`src/rtl/ddr2_bist_pkg.sv`:
```
// Shared types and helpers for the DDR2 pattern generator/checker.
package ddr2_bist_pkg;

    typedef enum logic [2:0] {
        IDLE  = 3'd0,
        WRITE = 3'd1,
        WAIT  = 3'd2,
        READ  = 3'd3,
        DRAIN = 3'd4
    } state_t;

    localparam logic [15:0] ERR_SAT = 16'hFFFF;

    // The pass number in the upper half makes data left over from an earlier pass miscompare.
    function automatic logic [31:0] pat(input logic [15:0] p, input logic [15:0] i);
        return {p, i};
    endfunction

endpackage

```
`src/rtl/ddr2_bist_if.sv`:
```
// User-port bundle between the BIST and the DDR2 controller's write/read FIFOs.
// Request-only handshake, no back-pressure: wr_en qualifies wr_data in the same cycle;
// each rd_en cycle pops one word, which appears on rd_data RD_LAT cycles later.
interface ddr2_bist_if;
    logic        wr_en;
    logic [31:0] wr_data;
    logic        rd_en;
    logic [31:0] rd_data;

    modport master (output wr_en, output wr_data, output rd_en, input rd_data);
    modport slave  (input wr_en, input wr_data, input rd_en, output rd_data);
endinterface

```
`src/rtl/ddr2_bist_cmp.sv`:
```
// Read-data checker: delays the expected word alongside rd_en, compares on arrival,
// and keeps the sticky error flag and saturating error count.
module ddr2_bist_cmp
    import ddr2_bist_pkg::*;
#(
    parameter int RD_LAT = 1
) (
    input  logic        clk,
    input  logic        rst_n,
    input  logic        flush,
    input  logic        rd_en,
    input  logic [31:0] exp_word,
    input  logic [31:0] rd_data,
    output logic        error_flag,
    output logic [15:0] err_cnt
);

    logic [RD_LAT-1:0]       vld_d;
    logic [RD_LAT-1:0][31:0] exp_d;
    logic                    hit;

    assign hit = vld_d[RD_LAT-1] && !flush && (rd_data != exp_d[RD_LAT-1]);

    always_ff @(posedge clk or negedge rst_n) begin
        if (!rst_n) begin
            vld_d      <= '0;
            exp_d      <= '0;
            error_flag <= 1'b0;
            err_cnt    <= '0;
        end else begin
            // An aborted run must not score words still in flight.
            vld_d[0] <= rd_en && !flush;
            exp_d[0] <= exp_word;
            for (int k = 1; k < RD_LAT; k++) begin
                vld_d[k] <= vld_d[k-1] && !flush;
                exp_d[k] <= exp_d[k-1];
            end
            if (hit) begin
                error_flag <= 1'b1;
                if (err_cnt != ERR_SAT) err_cnt <= err_cnt + 16'd1;
            end
        end
    end

endmodule

```
`src/rtl/ddr2_bist.sv`:
```
// DDR2 traffic generator: writes a pass-tagged pattern in gapped bursts, waits,
// reads it back through the checker, and repeats while the controller is ready.
module ddr2_bist
    import ddr2_bist_pkg::*;
#(
    parameter int NUM_WORDS   = 1024,
    parameter int BURST       = 64,
    parameter int GAP_CYCLES  = 32,
    parameter int WAIT_CYCLES = 4096,
    parameter int RD_LAT      = 1
) (
    input  logic               clk,
    input  logic               rst_n,
    input  logic               ddr2_init_done,
    ddr2_bist_if.master        bus,
    output logic               error_flag,
    output logic [15:0]        err_cnt,
    output logic [15:0]        pass_cnt,
    output logic               busy,
    output state_t             state
);

    localparam logic [31:0] BURST_LAST = 32'(BURST - 1);
    localparam logic [31:0] GAP_LAST   = 32'(GAP_CYCLES - 1);
    localparam logic [31:0] WAIT_LAST  = 32'(WAIT_CYCLES - 1);
    localparam logic [31:0] DRAIN_LAST = 32'(RD_LAT);
    localparam logic [15:0] IDX_LAST   = 16'(NUM_WORDS - 1);

    state_t      state_q, state_d;
    logic [31:0] cnt_q, cnt_d;
    logic        in_gap_q, in_gap_d;
    logic [15:0] idx_q, idx_d;
    logic [15:0] pass_q, pass_d;
    logic        wr_en_q, wr_en_d, rd_en_q, rd_en_d, busy_q, beat;
    logic [31:0] wr_data_q, wr_data_d;
    logic        flush;

    assign flush = (state_q != IDLE) && !ddr2_init_done;

    always_comb begin
        state_d   = state_q;
        cnt_d     = cnt_q;
        in_gap_d  = in_gap_q;
        idx_d     = idx_q;
        pass_d    = pass_q;
        wr_data_d = wr_data_q;
        wr_en_d   = 1'b0;
        rd_en_d   = 1'b0;
        beat      = 1'b0;
        if (flush) begin
            state_d  = IDLE;
            cnt_d    = '0;
            in_gap_d = 1'b0;
        end else begin
            unique case (state_q)
                IDLE: if (ddr2_init_done) begin
                    state_d  = WRITE;
                    cnt_d    = '0;
                    in_gap_d = 1'b0;
                    idx_d    = '0;
                    beat     = 1'b1;
                end
                // idx_q is the word on the bus this cycle; the final gap is kept before leaving.
                WRITE, READ: begin
                    if (!in_gap_q) begin
                        if (cnt_q == BURST_LAST) begin
                            in_gap_d = 1'b1;
                            cnt_d    = '0;
                        end else begin
                            cnt_d = cnt_q + 32'd1;
                            idx_d = idx_q + 16'd1;
                            beat  = 1'b1;
                        end
                    end else if (cnt_q != GAP_LAST) begin
                        cnt_d = cnt_q + 32'd1;
                    end else if (idx_q == IDX_LAST) begin
                        state_d  = (state_q == WRITE) ? WAIT : DRAIN;
                        cnt_d    = '0;
                        in_gap_d = 1'b0;
                    end else begin
                        cnt_d    = '0;
                        in_gap_d = 1'b0;
                        idx_d    = idx_q + 16'd1;
                        beat     = 1'b1;
                    end
                end
                WAIT: if (cnt_q == WAIT_LAST) begin
                    state_d = READ;
                    cnt_d   = '0;
                    idx_d   = '0;
                    beat    = 1'b1;
                end else begin
                    cnt_d = cnt_q + 32'd1;
                end
                DRAIN: if (cnt_q == DRAIN_LAST) begin
                    state_d = WRITE;
                    cnt_d   = '0;
                    idx_d   = '0;
                    pass_d  = pass_q + 16'd1;
                    beat    = 1'b1;
                end else begin
                    cnt_d = cnt_q + 32'd1;
                end
                default: state_d = IDLE;
            endcase
        end
        if (beat) begin
            if (state_d == WRITE) begin
                wr_en_d   = 1'b1;
                wr_data_d = pat(pass_d, idx_d);
            end else begin
                rd_en_d = 1'b1;
            end
        end
    end

    always_ff @(posedge clk or negedge rst_n) begin
        if (!rst_n) begin
            state_q   <= IDLE;
            cnt_q     <= '0;
            in_gap_q  <= 1'b0;
            idx_q     <= '0;
            pass_q    <= '0;
            wr_en_q   <= 1'b0;
            wr_data_q <= '0;
            rd_en_q   <= 1'b0;
            busy_q    <= 1'b0;
        end else begin
            state_q   <= state_d;
            cnt_q     <= cnt_d;
            in_gap_q  <= in_gap_d;
            idx_q     <= idx_d;
            pass_q    <= pass_d;
            wr_en_q   <= wr_en_d;
            wr_data_q <= wr_data_d;
            rd_en_q   <= rd_en_d;
            busy_q    <= (state_d != IDLE);
        end
    end

    assign bus.wr_en   = wr_en_q;
    assign bus.wr_data = wr_data_q;
    assign bus.rd_en   = rd_en_q;
    assign pass_cnt    = pass_q;
    assign busy        = busy_q;
    assign state       = state_q;

    ddr2_bist_cmp #(.RD_LAT(RD_LAT)) u_cmp (
        .clk        (clk),
        .rst_n      (rst_n),
        .flush      (flush),
        .rd_en      (rd_en_q),
        .exp_word   (pat(pass_q, idx_q)),
        .rd_data    (bus.rd_data),
        .error_flag (error_flag),
        .err_cnt    (err_cnt)
    );

endmodule

```
`src/flat_wrapper.sv`:
```
// flat-port wrapper written by rule: the top's interface ports become plain ports
module ddr2_bist_flat import ddr2_bist_pkg::*;
#(
    parameter int NUM_WORDS   = 1024,
    parameter int BURST       = 64,
    parameter int GAP_CYCLES  = 32,
    parameter int WAIT_CYCLES = 4096,
    parameter int RD_LAT      = 1
)
  (clk, rst_n, ddr2_init_done, error_flag, err_cnt, pass_cnt, busy, state, bus_wr_en, bus_wr_data, bus_rd_en, bus_rd_data);
  ddr2_bist_if bus_i ();
  input  logic clk;
  input  logic rst_n;
  input  logic ddr2_init_done;
  output logic error_flag;
  output logic [15:0] err_cnt;
  output logic [15:0] pass_cnt;
  output logic busy;
  output state_t state;
  output wire logic [$bits(bus_i.wr_en)-1:0] bus_wr_en;
  output wire logic [$bits(bus_i.wr_data)-1:0] bus_wr_data;
  output wire logic [$bits(bus_i.rd_en)-1:0] bus_rd_en;
  input wire logic [$bits(bus_i.rd_data)-1:0] bus_rd_data;
  assign bus_wr_en = bus_i.wr_en;
  assign bus_wr_data = bus_i.wr_data;
  assign bus_rd_en = bus_i.rd_en;
  assign bus_i.rd_data = bus_rd_data;
  ddr2_bist #(.NUM_WORDS(NUM_WORDS), .BURST(BURST), .GAP_CYCLES(GAP_CYCLES), .WAIT_CYCLES(WAIT_CYCLES), .RD_LAT(RD_LAT)) u_core (.clk(clk), .rst_n(rst_n), .ddr2_init_done(ddr2_init_done), .bus(bus_i), .error_flag(error_flag), .err_cnt(err_cnt), .pass_cnt(pass_cnt), .busy(busy), .state(state));
endmodule
```
`config.mk`:
```
export PLATFORM = sky130hd
export DESIGN_NAME = ddr2_bist_flat
export DESIGN_NICKNAME = d
export VERILOG_FILES = /design/src/rtl/ddr2_bist_pkg.sv /design/src/rtl/ddr2_bist_if.sv /design/src/rtl/ddr2_bist_cmp.sv /design/src/rtl/ddr2_bist.sv /design/src/flat_wrapper.sv
export SDC_FILE = /design/constraint.sdc
export NUM_CORES = 1
export LEC_CHECK = 0
export ABC_AREA = 0
export CAP_MARGIN = 30
export CORE_ASPECT_RATIO = 0.9
export CORE_MARGIN = 1.5
export CORE_UTILIZATION = 25
export CTS_CLUSTER_DIAMETER = 40
export CTS_CLUSTER_SIZE = 40
export DETAILED_ROUTE_END_ITERATION = 8
export HOLD_SLACK_MARGIN = 0.12
export PLACE_DENSITY_LB_ADDON = 0.2
export SLEW_MARGIN = 0
export SYNTH_ARGS = -nofsm -noshare
export SYNTH_HDL_FRONTEND = slang
export SYNTH_SLANG_ARGS = --single-unit
```
`constraint.sdc`:
```
create_clock -name clk -period 3 [get_ports clk]
set_input_delay 0.75 -clock clk [delete_from_list [all_inputs] [get_ports clk]]
set_output_delay 0.75 -clock clk [all_outputs]
set_load 0.01 [all_outputs]
```
; ---- After elaboration in Yosys (flattened, before gate mapping)
; Cells that the tools add are included.
[totals]
output_inout_bits = 71
input_bits = 35
ff_bits = 153
elab_cells = 94
[classes]
muxes = 48
n_addsub = 4
eq_ne = 13
n_reduce_logical = 16
[ops]
columns = op, count
row1 = $mux 32, 7
row2 = $mux 16, 11
row3 = $pmux 32 s4, 1
row4 = $pmux 16 s4, 1
row5 = $add 16x1->16 const B, 3
row6 = $add 32x1->32 const B, 1
row7 = $eq 32x1->1 const B, 1
row8 = $eq 32x12->1 const B, 1
row9 = $eq 32x6->1 const B, 1
row10 = $ne 32x32->1, 1
row11 = $ne 32x5->1 const B, 1
row12 = $mux 3, 8
row13 = $mux 1, 17
row14 = $eq 16x10->1 const B, 1
row15 = $ne 16x16->1 const B, 1
row16 = $pmux 3 s4, 1
row17 = $reduce_bool 3->1, 3
row18 = $reduce_and 2->1, 4
row19 = $eq 3x1->1 const B, 2
row20 = $eq 3x2->1 const B, 2
row21 = $reduce_bool 5->1, 1
row22 = $logic_and 1x1->1, 4
row23 = $pmux 1 s4, 1
row24 = $eq 3x3->1 const B, 1
row25 = other kinds (5), 6

; ---- Longest topological paths before layout
; Gate-level depths: netlist of the first run.
[logic_depth]
word_depth = 10
ltp_mapped = 11
depth_no_buf = 8

; ---- Hierarchy
; From an unflattened synthesis of the first run, not the netlist that was laid out.
[unflattened]
cells_unflattened = 667
area_unflattened_um2 = 7241.9
[by_module_without_submodules]
columns = mod, seq_area_each_um2, cells_each, area_each_um2, n_inst
row1 = ddr2_bist, 2577.5, 515, 5208.7, 1
row2 = ddr2_bist_cmp, 1251.2, 152, 2033.2, 1

; ---- Worst setup path after synthesis of the first run
; OpenSTA, ideal clock, no wires.
[synth_path]
path_kind = reg-to-reg
from = reg u_core.cnt_q[0]
to = reg u_core.wr_data_q[10] (netlist: u_core.bus.wr_data[10])
n_path_buf = 3
synth_period_minus_slack_ns = 2.811
setup_slack_ns = 0.189
setup_time_ns = 0.125
t_arrival_ns = 2.686
path_stages_with_launch = 12
required_ns = 2.875
cell_sequence = dfrtp_1 ha_1 nand3_2 or3_1 buf_6 or3_4 a211oi_2 o32ai_1 or2_1 buf_6 buf_12 mux2_4
[synth_via]
elab_chain_len = 7
elab_cells_between_ends = 26
classes_between = eq/ne: 5 / mux: 20 / reduce/logical: 1
[synth_lines]
columns = element, line
row1 = "start, declared", ddr2_bist.sv:30  ; logic [31:0] cnt_q, cnt_d;
row2 = "start signal, assigned", ddr2_bist.sv:130  ; cnt_q <= cnt_d;
row3 = $ne 32x5->1, ddr2_bist.sv:74  ; end else if (cnt_q != GAP_LAST) begin
row4 = $mux 3, ddr2_bist.sv:74
row5 = $mux 3, ddr2_bist.sv:65  ; if (!in_gap_q) begin
row6 = $pmux 3 s4, ddr2_bist.sv:55  ; unique case (state_q)
row7 = $mux 3, ddr2_bist.sv:50  ; if (flush) begin
row8 = $eq 3x1->1, ddr2_bist.sv:108  ; if (state_d == WRITE) begin
row9 = $reduce_and 2->1 (no source line), -
row10 = "end signal, assigned", ddr2_bist.sv:135  ; wr_data_q <= wr_data_d;
row11 = "end, declared", ddr2_bist.sv:35  ; logic [31:0] wr_data_q, wr_data_d;
; Parallel ways exist; a longest one is shown, timed or not.
; A chain may end at the register's enable or synchronous reset.

; ---- Final worst setup path of the first run
[layout_path]
from = reg u_core.cnt_q[22]
to = reg u_core.wr_data_q[31] (netlist: u_core.bus.wr_data[31])
[layout_via]
elab_cells_between_ends = 22
classes_between = eq/ne: 5 / mux: 16 / reduce/logical: 1
[layout_rtl]
columns = element, line
row1 = $eq 32x1->1, ddr2_bist.sv:95  ; DRAIN: if (cnt_q == DRAIN_LAST) begin
row2 = $mux 16, ddr2_bist.sv:95
row3 = $mux 16, ddr2_bist.sv:55
row4 = $mux 16, ddr2_bist.sv:50
row5 = net u_core.pass_d[15], ddr2_bist.sv:33  ; logic [15:0] pass_q, pass_d;
; The timed path passes the listed nets, and every way through them passes these cells.

==> out/metrics.yaml, run 1 <==
synth_area_per_cell_um2: 10.76
drive_gt1_share_pct: 21.69
grt_first_pass_wirelength_mm: 34.76
reg2reg_from: "u_core.cnt_q[22]"
first_pass_iters: 4
slowest_delay_ps: 630
maxUsedRoutingLayer: "met4"
clkLatencyLatePin_ps: 440
cpMostUsedCell: "buf_4"
cts_tree: "built"
r2r_end: "u_core.bus.wr_data[31]"
syn2layout_area_growth_pct: 35.81
cts_htree_levels: 4
cts_buffers: 17
post-route-util_pct: 34.49
synth-seq-cells: 153
ant_nets: 0
worst_hold_slack_ps: 262.7
vias: 5963
core_area_um2: 29880
relSlewSlack_pct: 61.94
grt_start_max_net_pins: 52
setup_viol: 0
slew_violations: 0
syn_area_um2: 7589
status: "complete, no violations"
routed_wl_mm: 21.35
cp.arrival_ps: 3150
die-area_um2: 31410
fin_crit_ps: 2838
clock-sinks: 153
dp.cells: 1269
power.total_mw: 5.199
synthArstFlopShare_pct: 100.0
path_clk_slew_ps: 70
drt_first_iter_violations: 360
cp_slowest_cell: "or4b_4"
ys_types: 76
wl_met1_mm: 10.98
synth_edf_count: 0
grt_usage_pct: 14.15
boundaryPins: 106
pwr_density_cell_nw_per_um2: 504.5
ys_seq_area_share_pct: 50.45
syn_nets: 745
critPathRequiredTime_ps: 3310
synthCells: 705
crit_type: "reg -> reg"
path_cells: "nor4_2 -> buf_4 -> nand4_1 -> or4b_4 -> or3_1 -> buf_4 -> nor3_4 -> xor2_2 -> mux2_4"
vias_per_cell: 4.580
row_count: 60
num_antenna_cells: 0
initial_utilization_pct: 25.40
overflow: 0
chipWidth_um: 186.7
fmax_mhz: 352.4
leakagePower_nw: 4.637
routedWlPerCell_um: 16.40
placed_area_um2: 9643
dr_wl_met3_um: 974
cp_max_fo: 5
finalNetCount: 926
wl_met2_mm: 9.231
min_period_over_period_pct: 94.59
cp_num_buf_inv: 2
layout_setup_ws_ps: 162.4
yosysMostFrequentCell: "dfrtp_1"
synth_common_cells: "dfrtp_1 (153), nand2_1 (48), xor2_1 (42), nand3_1 (36), a21oi_1 (30)"
peakVddDrop_uv: 399.7
netlist_top_cells_area: "dfrtp_1 (50%), mux2_4 (5.7%), xor2_1 (4.8%)"
die_h_um: 168.3
synth_top_flop_cell: "dfrtp_1"
yosys.area.top_type: "dfrtp_1"
crit_family: "simple AND/OR/NAND/NOR gates"
remaining_drc_errors: 0
finalNonFillerCells: 1302
worst-r2r-cell-count: 9
gp_congestion: 0.8239
end_kind: "flop"
fin_area_um2: 10310
cts_max_path_buffers: 2
ctsRootBufferMaster: "clkbuf_16"
portBuffers: 105
drv_cap: 0
fin_worst_skew_ps: 14.07
post_cts.repair.setup_buffers: 0
dp_slack_ps: -234.6
setup_tns_ps: 0
tightest_slew_ps: 566.5
finalHoldViolations: 0
dp_hpwl_mm: 15.62
worstHoldPathType: "in -> async"
nFillCells: 3070
antenna_found_initial: 0
ys.warnings.count: 0
grt_pass1_vias: 5984
yosysTopAreaCellShare_pct: 50.45
rrSetupSlack_ps: 160
critPathLaunchType: "flop"
-- layout by cell type (no fill, tap or decap), types with 6 or more instances in the layout --
cell,n
inv_1,26
a31oi_1,20
nand2_1,48
and2_1,9
o21ai_0,29
nor3_1,17
xnor2_1,22
and3_1,15
clkdlybuf4s50_1,104
nand2b_1,7
nor2_1,29
a21o_1,6
xor2_1,42
buf_4,81
mux2_4,29
nor4_1,16
dfrtp_1,153
nand4_1,22
a21oi_1,29
or3_1,16
clkbuf_16,18
nand3_1,36
-- registers in the layout (all words and copies together), names as in the netlist --
register	flops
u_core.bus.rd_en	1
u_core.idx_q	16
u_core.bus.wr_data	32
u_core.u_cmp.err_cnt	16
u_core.u_cmp.exp_d	32
u_core.state	3
u_core.bus.wr_en	1
u_core.pass_cnt	16
u_core.busy	1
u_core.u_cmp.error_flag	1
u_core.u_cmp.vld_d	1
u_core.cnt_q	32
u_core.in_gap_q	1
-- cells by family after synthesis --
logic type | count (synthesis) | share of synthesized area [%]
xor+xnor | 65 | 7.601
compound gates | 126 | 10.70
mux | 35 | 6.595
flops | 153 | 50.45
fa+ha+maj | 5 | 0.8244
simple gates | 264 | 19.62
buf+inv | 57 | 4.204
-- where the power goes --
part	internal [mW]	switching, mW
sequential	2.15	0.0828
combinational	0.424	0.448
clock	1.12	0.973
total	3.70	1.50
-- final cells by class --
cell class                 count  area, µm²  share of cell area (%)
sequential                   153       3829                   37.15
multi-input combinational    495       3507                   34.03
timing repair buffer         193       1797                   17.43
tap                          403      504.2                   4.893
clock buffer                  18      439.2                   4.261
clock inverter                14      132.6                   1.287
inverter                      26      97.59                  0.9469
-- metal layers --
layer	vias to the layer above	GRT usage, %
met5	-	0
met4	0	3.787
met3	9	3.669
met2	115	20.80
met1	2925	20.44
li1	2914	-
-- how the worst max path moves through the flow --
stage | from | cells after the start | endpoint | slack (ps)
floorplan | u_core.cnt_q[0] | 11 | u_core.bus.wr_data[10] | 190
finish | u_core.cnt_q[22] | 9 | u_core.bus.wr_data[31] | 160
global placement | bus_rd_data[17] | 8 | u_core.u_cmp.err_cnt[1] | -490
global route | u_core.cnt_q[22] | 10 | u_core.bus.wr_data[15] | -2
CTS | u_core.cnt_q[22] | 10 | u_core.bus.wr_data[2] | 30
detailed placement | ddr2_init_done | 8 | u_core.bus.wr_data[31] | -230
-- timing repair --
action / in CTS / in global routing
hold buffers: 0 / 0
gates cloned: 0 / 1
gates resized for setup: 1 / 11
pin swaps: 0 / 1
setup endpoints to repair: 3 / 46
No activity file was read; power rests on OpenSTA's default activity.
==> inputs of run 2 (changes only) <==
--- a/config.mk
+++ b/config.mk
@@ -9,13 +9,13 @@
 export CAP_MARGIN = 30
 export CORE_ASPECT_RATIO = 0.9
 export CORE_MARGIN = 1.5
-export CORE_UTILIZATION = 25
+export CORE_UTILIZATION = 50
 export CTS_CLUSTER_DIAMETER = 40
 export CTS_CLUSTER_SIZE = 40
 export DETAILED_ROUTE_END_ITERATION = 8
 export HOLD_SLACK_MARGIN = 0.12
-export PLACE_DENSITY_LB_ADDON = 0.2
-export SLEW_MARGIN = 0
+export PLACE_DENSITY = 0.78
+export SLEW_MARGIN = 10
 export SYNTH_ARGS = -nofsm -noshare
 export SYNTH_HDL_FRONTEND = slang
 export SYNTH_SLANG_ARGS = --single-unit
==> run 2 against run 1 <==
Compared with the run above:
- combinational power shrank 5.5%
- final cell count is 19% lower
- global-route usage up 11 points
- die area fell by 49%
- clock skew decreased by 2.2 ps
- final area decreased by 5.5%
- fmax is 1.9% lower
- sequential share of layout area increased by 2.2 points
==> out/metrics.yaml, run 2 (synthesis gave the netlist of run 1 again) <==
status: "complete, no violations"
initial_utilization_pct: 51.39
dp_hpwl_mm: 13.64
first_pass_iters: 6
cts_max_path_buffers: 2
final_cell_mix: "dfrtp_1 (153), clkdlybuf4s50_1 (104), nand2_1 (48)"
clock-sinks: 153
min_period_over_period_pct: 96.41
portBuffers: 105
num_antenna_cells: 0
cts_htree_levels: 4
die-area_um2: 15930
crit_type: "reg -> reg"
leakagePower_nw: 4.431
worstSetupStartpoint: "u_core.cnt_q[22]"
rsz0062_at_grt: "true"
pwr_density_cell_nw_per_um2: 525.7
row_count: 42
grt_usage_pct: 25.17
vias_per_cell: 5.893
routed_wl_mm: 19.12
cp_max_fo: 22
remaining_drc_errors: 0
fin_crit_ps: 2892
gp_congestion: 0.9699
drt_first_iter_violations: 594
clkLatencyLatePin_ps: 420
drv_cap: 0
core_area_um2: 14770
critPathLaunchType: "flop"
critPathRequiredTime_ps: 3300
finalNonFillerCells: 1055
finalNetCount: 885
cp.arrival_ps: 3190
boundaryPins: 106
relSlewSlack_pct: 34.24
reg2reg_from: "u_core.cnt_q[22]"
worstHoldPathType: "in -> async"
end_kind: "flop"
slew_violations: 0
ctsRootBufferMaster: "clkbuf_16"
dp.cells: 1023
cts_buffers: 17
power.total_mw: 5.120
setup_viol: 0
placed_area_um2: 9082
fin_area_um2: 9739
chipWidth_um: 132.9
vias: 6217
fmax_mhz: 345.7
grt_start_max_net_pins: 84
layout_commonest_cell: "dfrtp_1"
overflow: 0
syn2layout_area_growth_pct: 28.34
tightest_slew_ps: 978.8
ant_nets: 0
peakVddDrop_uv: 530.8
fin_worst_skew_ps: 11.87
antenna_found_initial: 0
finalHoldViolations: 0
grt_first_pass_wirelength_mm: 31.64
path_clk_slew_ps: 60
routedWlPerCell_um: 18.12
die_h_um: 119.9
drive_gt1_share_pct: 17.62
grt_pass1_vias: 6135
cts_tree: "built"
-- run 2: changes by cell type in the layout (fill, tap and decap cells not counted), sizes merged --
cell / previous run / this run
bufinv: 0 / 2
clkbuf: 19 / 20
buf: 88 / 48
clkinv: 4 / 6
clkinvlp: 3 / 1
inv: 33 / 28
-- run 2: timing repair --
action                                  CTS  global route
gates cloned                              0             0
buffers inserted                          0             1
resized for setup                         2            11
hold buffers                              0             0
pin swaps                                 0             1
endpoints found under the setup margin   22            49
endpoints found under the hold margin     0             0
-- run 2: layout make-up --
cell class              count  area, µm²
clock buffers              20      446.7
clock inverters            11      122.6
fillers                  1083       5027
inverters                  26      97.59
multi-input cells         495       3525
flip-flops and latches    153       3829
well taps                 198      247.7
repair buffers            152       1471
-- run 2: worst max-delay path, stage by stage, from the launching register on --
cell and delay [ps]:
dfrtp_1 450, nor4_4 330, nand4_1 250, or3_4 490
a211oi_4 270, o32ai_2 100, or2_2 350, buf_12 190
mux2_4 310
-- run 2: per-layer routing --
metal / GRT usage (%) / part of all wire, %
met1: 34.84 / 44
met2: 39.78 / 47
met3: 6.210 / 7.1
met4: 6.662 / 1.5
met5: 0 / 0
-- run 2: per-stage QoR --
step | setup WS (ps) | util (%) | setup TNS (ps) | hold slack, ps
4_1_cts | 42.69 | 65.44 | 0 | 399.3
5_1_grt | -1.285 | 65.95 | -1.285 | 431.4
2_1_floorplan | 188.8 | - | 0 | 351.9
6_report | 107.7 | 65.95 | 0 | 366.7
3_3_place_gp | -164.9 | 61.43 | -2298 | 389.8
3_5_place_dp | -200.9 | 61.51 | -3634 | 398.3
-- run 2: where the power goes --
| group | total (mW) | leakage, nW | switching (mW) | internal [mW] |
|---|---|---|---|---|
| clock | 2.05 | 0.280 | 0.812 | 1.24 |
| combinational | 0.824 | 2.06 | 0.434 | 0.389 |
| sequential | 2.24 | 2.09 | 0.0859 | 2.16 |
| total | 5.12 | 4.43 | 1.33 | 3.79 |
-- run 2: worst paths after layout --
| kind | endpoint | slack, ps | cells past startpoint |
|---|---|---|---|
| worst max-delay path | u_core.bus.wr_data[14] | 110 | 8 |
| worst min-delay path | u_core.pass_cnt[13] | 370 | 1 |
| worst max register to register | u_core.bus.wr_data[14] | 110 | 8 |
| worst min register to register | u_core.u_cmp.exp_d[30] | 420 | 0 |
| max in group asynchronous | u_core.cnt_q[30] | 1920 | 2 |
| min in group clk | u_core.u_cmp.exp_d[30] | 420 | 0 |
==> inputs of run 3 (changes only) <==
--- a/config.mk
+++ b/config.mk
@@ -8,7 +8,7 @@
 export ABC_AREA = 0
 export CAP_MARGIN = 30
 export CORE_ASPECT_RATIO = 0.9
-export CORE_MARGIN = 1.5
+export CORE_MARGIN = 4
 export CORE_UTILIZATION = 50
 export CTS_CLUSTER_DIAMETER = 40
 export CTS_CLUSTER_SIZE = 40
==> run 3 against run 2 <==
Compared with the run above:
- hold slack worse by 59 ps
- via count down 1.0%
- critical path depth stayed put
- setup slack worse by 11 ps
- final area down 0.48%
- clock power is essentially flat
- non-clock buffer count down 3
- sequential power hardly changed
- global-route usage is 2.2 points lower
- highest routed layer unchanged
- sequential share of layout area grew 0.20 points
- clock-buffer cell count is 2 lower
- clock skew about the same
==> out/metrics.yaml, run 3 (synthesis gave the netlist of run 1 again) <==
status: "complete, no violations"
boundaryPins: 106
worstHoldPathType: "in -> async"
cp_max_fo: 17
die_h_um: 124.9
row_count: 42
power_switching_share_pct: 27.76
grt_usage_pct: 23.00
routedWlPerCell_um: 18.51
vias: 6152
clkLatencyLatePin_ps: 430
vias_per_cell: 5.842
grt_start_max_net_pins: 69
num_antenna_cells: 0
slew_violations: 0
finalNetCount: 882
fmax_mhz: 344.4
grt_pass1_vias: 6078
leakagePower_nw: 4.392
p_sw_mw: 1.423
ctsRootBufferMaster: "clkbuf_16"
cp.arrival_ps: 3220
fin_area_um2: 9693
ant_nets: 0
cts_max_path_buffers: 2
pwr-share-seq_pct: 43.7
remaining_drc_errors: 0
core_area_um2: 14820
syn2layout_area_growth_pct: 27.73
chipWidth_um: 137.9
relSlewSlack_pct: 32.92
path_clk_slew_ps: 70
p_int_mw: 3.705
routed_wl_mm: 19.49
drt_first_iter_violations: 741
combPwrFrac_pct: 16.0
crit_type: "reg -> reg"
final_cell_mix: "dfrtp_1 (152), clkdlybuf4s50_1 (104), nand2_1 (48)"
fin_crit_ps: 2903
first_pass_iters: 6
tightest_slew_ps: 998.5
initial_utilization_pct: 51.21
pwr_density_cell_nw_per_um2: 529.1
critPathLaunchType: "flop"
dp_hpwl_mm: 13.85
peakVddDrop_uv: 405.3
critPathRequiredTime_ps: 3310
cts_buffers: 17
overflow: 0
setup_viol: 0
gp_congestion: 0.9283
layout_commonest_cell: "dfrtp_1"
drv_cap: 0
cts_tree: "built"
portBuffers: 105
antenna_found_initial: 0
die-area_um2: 17220
drive_gt1_share_pct: 17.31
min_period_over_period_pct: 96.78
setup_tns_ps: 0
end_kind: "flop"
fin_worst_skew_ps: 12.05
finalHoldViolations: 0
grt_first_pass_wirelength_mm: 31.46
cts_htree_levels: 4
clock-sinks: 153
clock_power_share_pct: 40.3
placed_area_um2: 9041
run 3: changes by cell type in the layout (fill, tap and decap cells not counted), sizes merged:
cell / delta
clkinv: -4
clkbuf: -1
clkinvlp: +4
buf: -4
inv: +4
bufinv: -1
run 3: layer usage:
metal	wire length (µm)	track usage (%)	share of wire [%]
met5	0	0	0
met4	163	6.334	0.84
met3	1416	5.654	7.3
met2	9201	34.67	47
met1	8712	33.15	45
run 3: power by group through the flow:
stage | Clock [mW] | Combinational, mW | Sequential (mW)
detailed placement | 0 | 0.784 | 2.28
global placement | 0 | 0.764 | 2.27
finish | 2.07 | 0.821 | 2.24
floorplan | 0 | 0.398 | 2.29
CTS | 2.08 | 0.790 | 2.24
global route | 2.19 | 0.892 | 2.25
run 3: final timing paths:
check / cells after the start / startpoint / end / slack, ps
worst max-delay path: 8 / u_core.idx_q[12] / u_core.bus.wr_data[0] / 100
worst min-delay path: 1 / rst_n / u_core.bus.wr_en / 310
worst max register to register: 8 / u_core.idx_q[12] / u_core.bus.wr_data[0] / 100
worst min register to register: 0 / u_core.pass_cnt[14] / u_core.u_cmp.exp_d[30] / 420
max in group asynchronous: 2 / rst_n / u_core.bus.wr_data[11] / 2020
min in group clk: 0 / u_core.pass_cnt[14] / u_core.u_cmp.exp_d[30] / 420
run 3: repair_timing:
item | 4_1_cts | 5_1_grt
setup buffers | 0 | 2
hold endpoints to repair | 0 | 0
cloned | 0 | 1
pin swaps | 1 | 1
gates resized for setup | 0 | 9
setup endpoints to repair | 2 | 48
hold buffers | 0 | 0
run 3: through the flow:
stage / utilization [%] / hold WS (ps) / worst slack (ps) / instances / power [mW]
after floorplan: - / 351.9 / 188.8 / 705 / 2.689
after CTS: 64.85 / 325.7 / 3.744 / 1050 / 5.114
after detailed placement: 61.01 / 406.9 / -157.3 / 1018 / 3.061
after global placement: 61.01 / 394.9 / -152.4 / 1018 / 3.036
after global routing: 65.41 / 352.0 / -2.560 / 1053 / 5.332
final: 65.41 / 307.9 / 96.63 / 1053 / 5.128
run 3: final cells by class:
| class | instances | area, µm² |
|---|---|---|
| Sequential cell | 153 | 3830 |
| Fill cell | 1142 | 5126 |
| Timing Repair Buffer | 149 | 1463 |
| Clock buffer | 18 | 429.2 |
| Inverter | 26 | 97.59 |
| Clock inverter | 14 | 140.1 |
| Tap cell | 198 | 247.7 |
| Multi-Input combinational cell | 495 | 3486 |
run 3: critical path: stages (launching register included):
cell and delay [ps]:
dfrtp_1 380, or4_1 590, or2_2 310, nor3_1 210, a31oi_1 180, o32ai_2 330, or2_4 220, buf_12 190
mux2_2 350
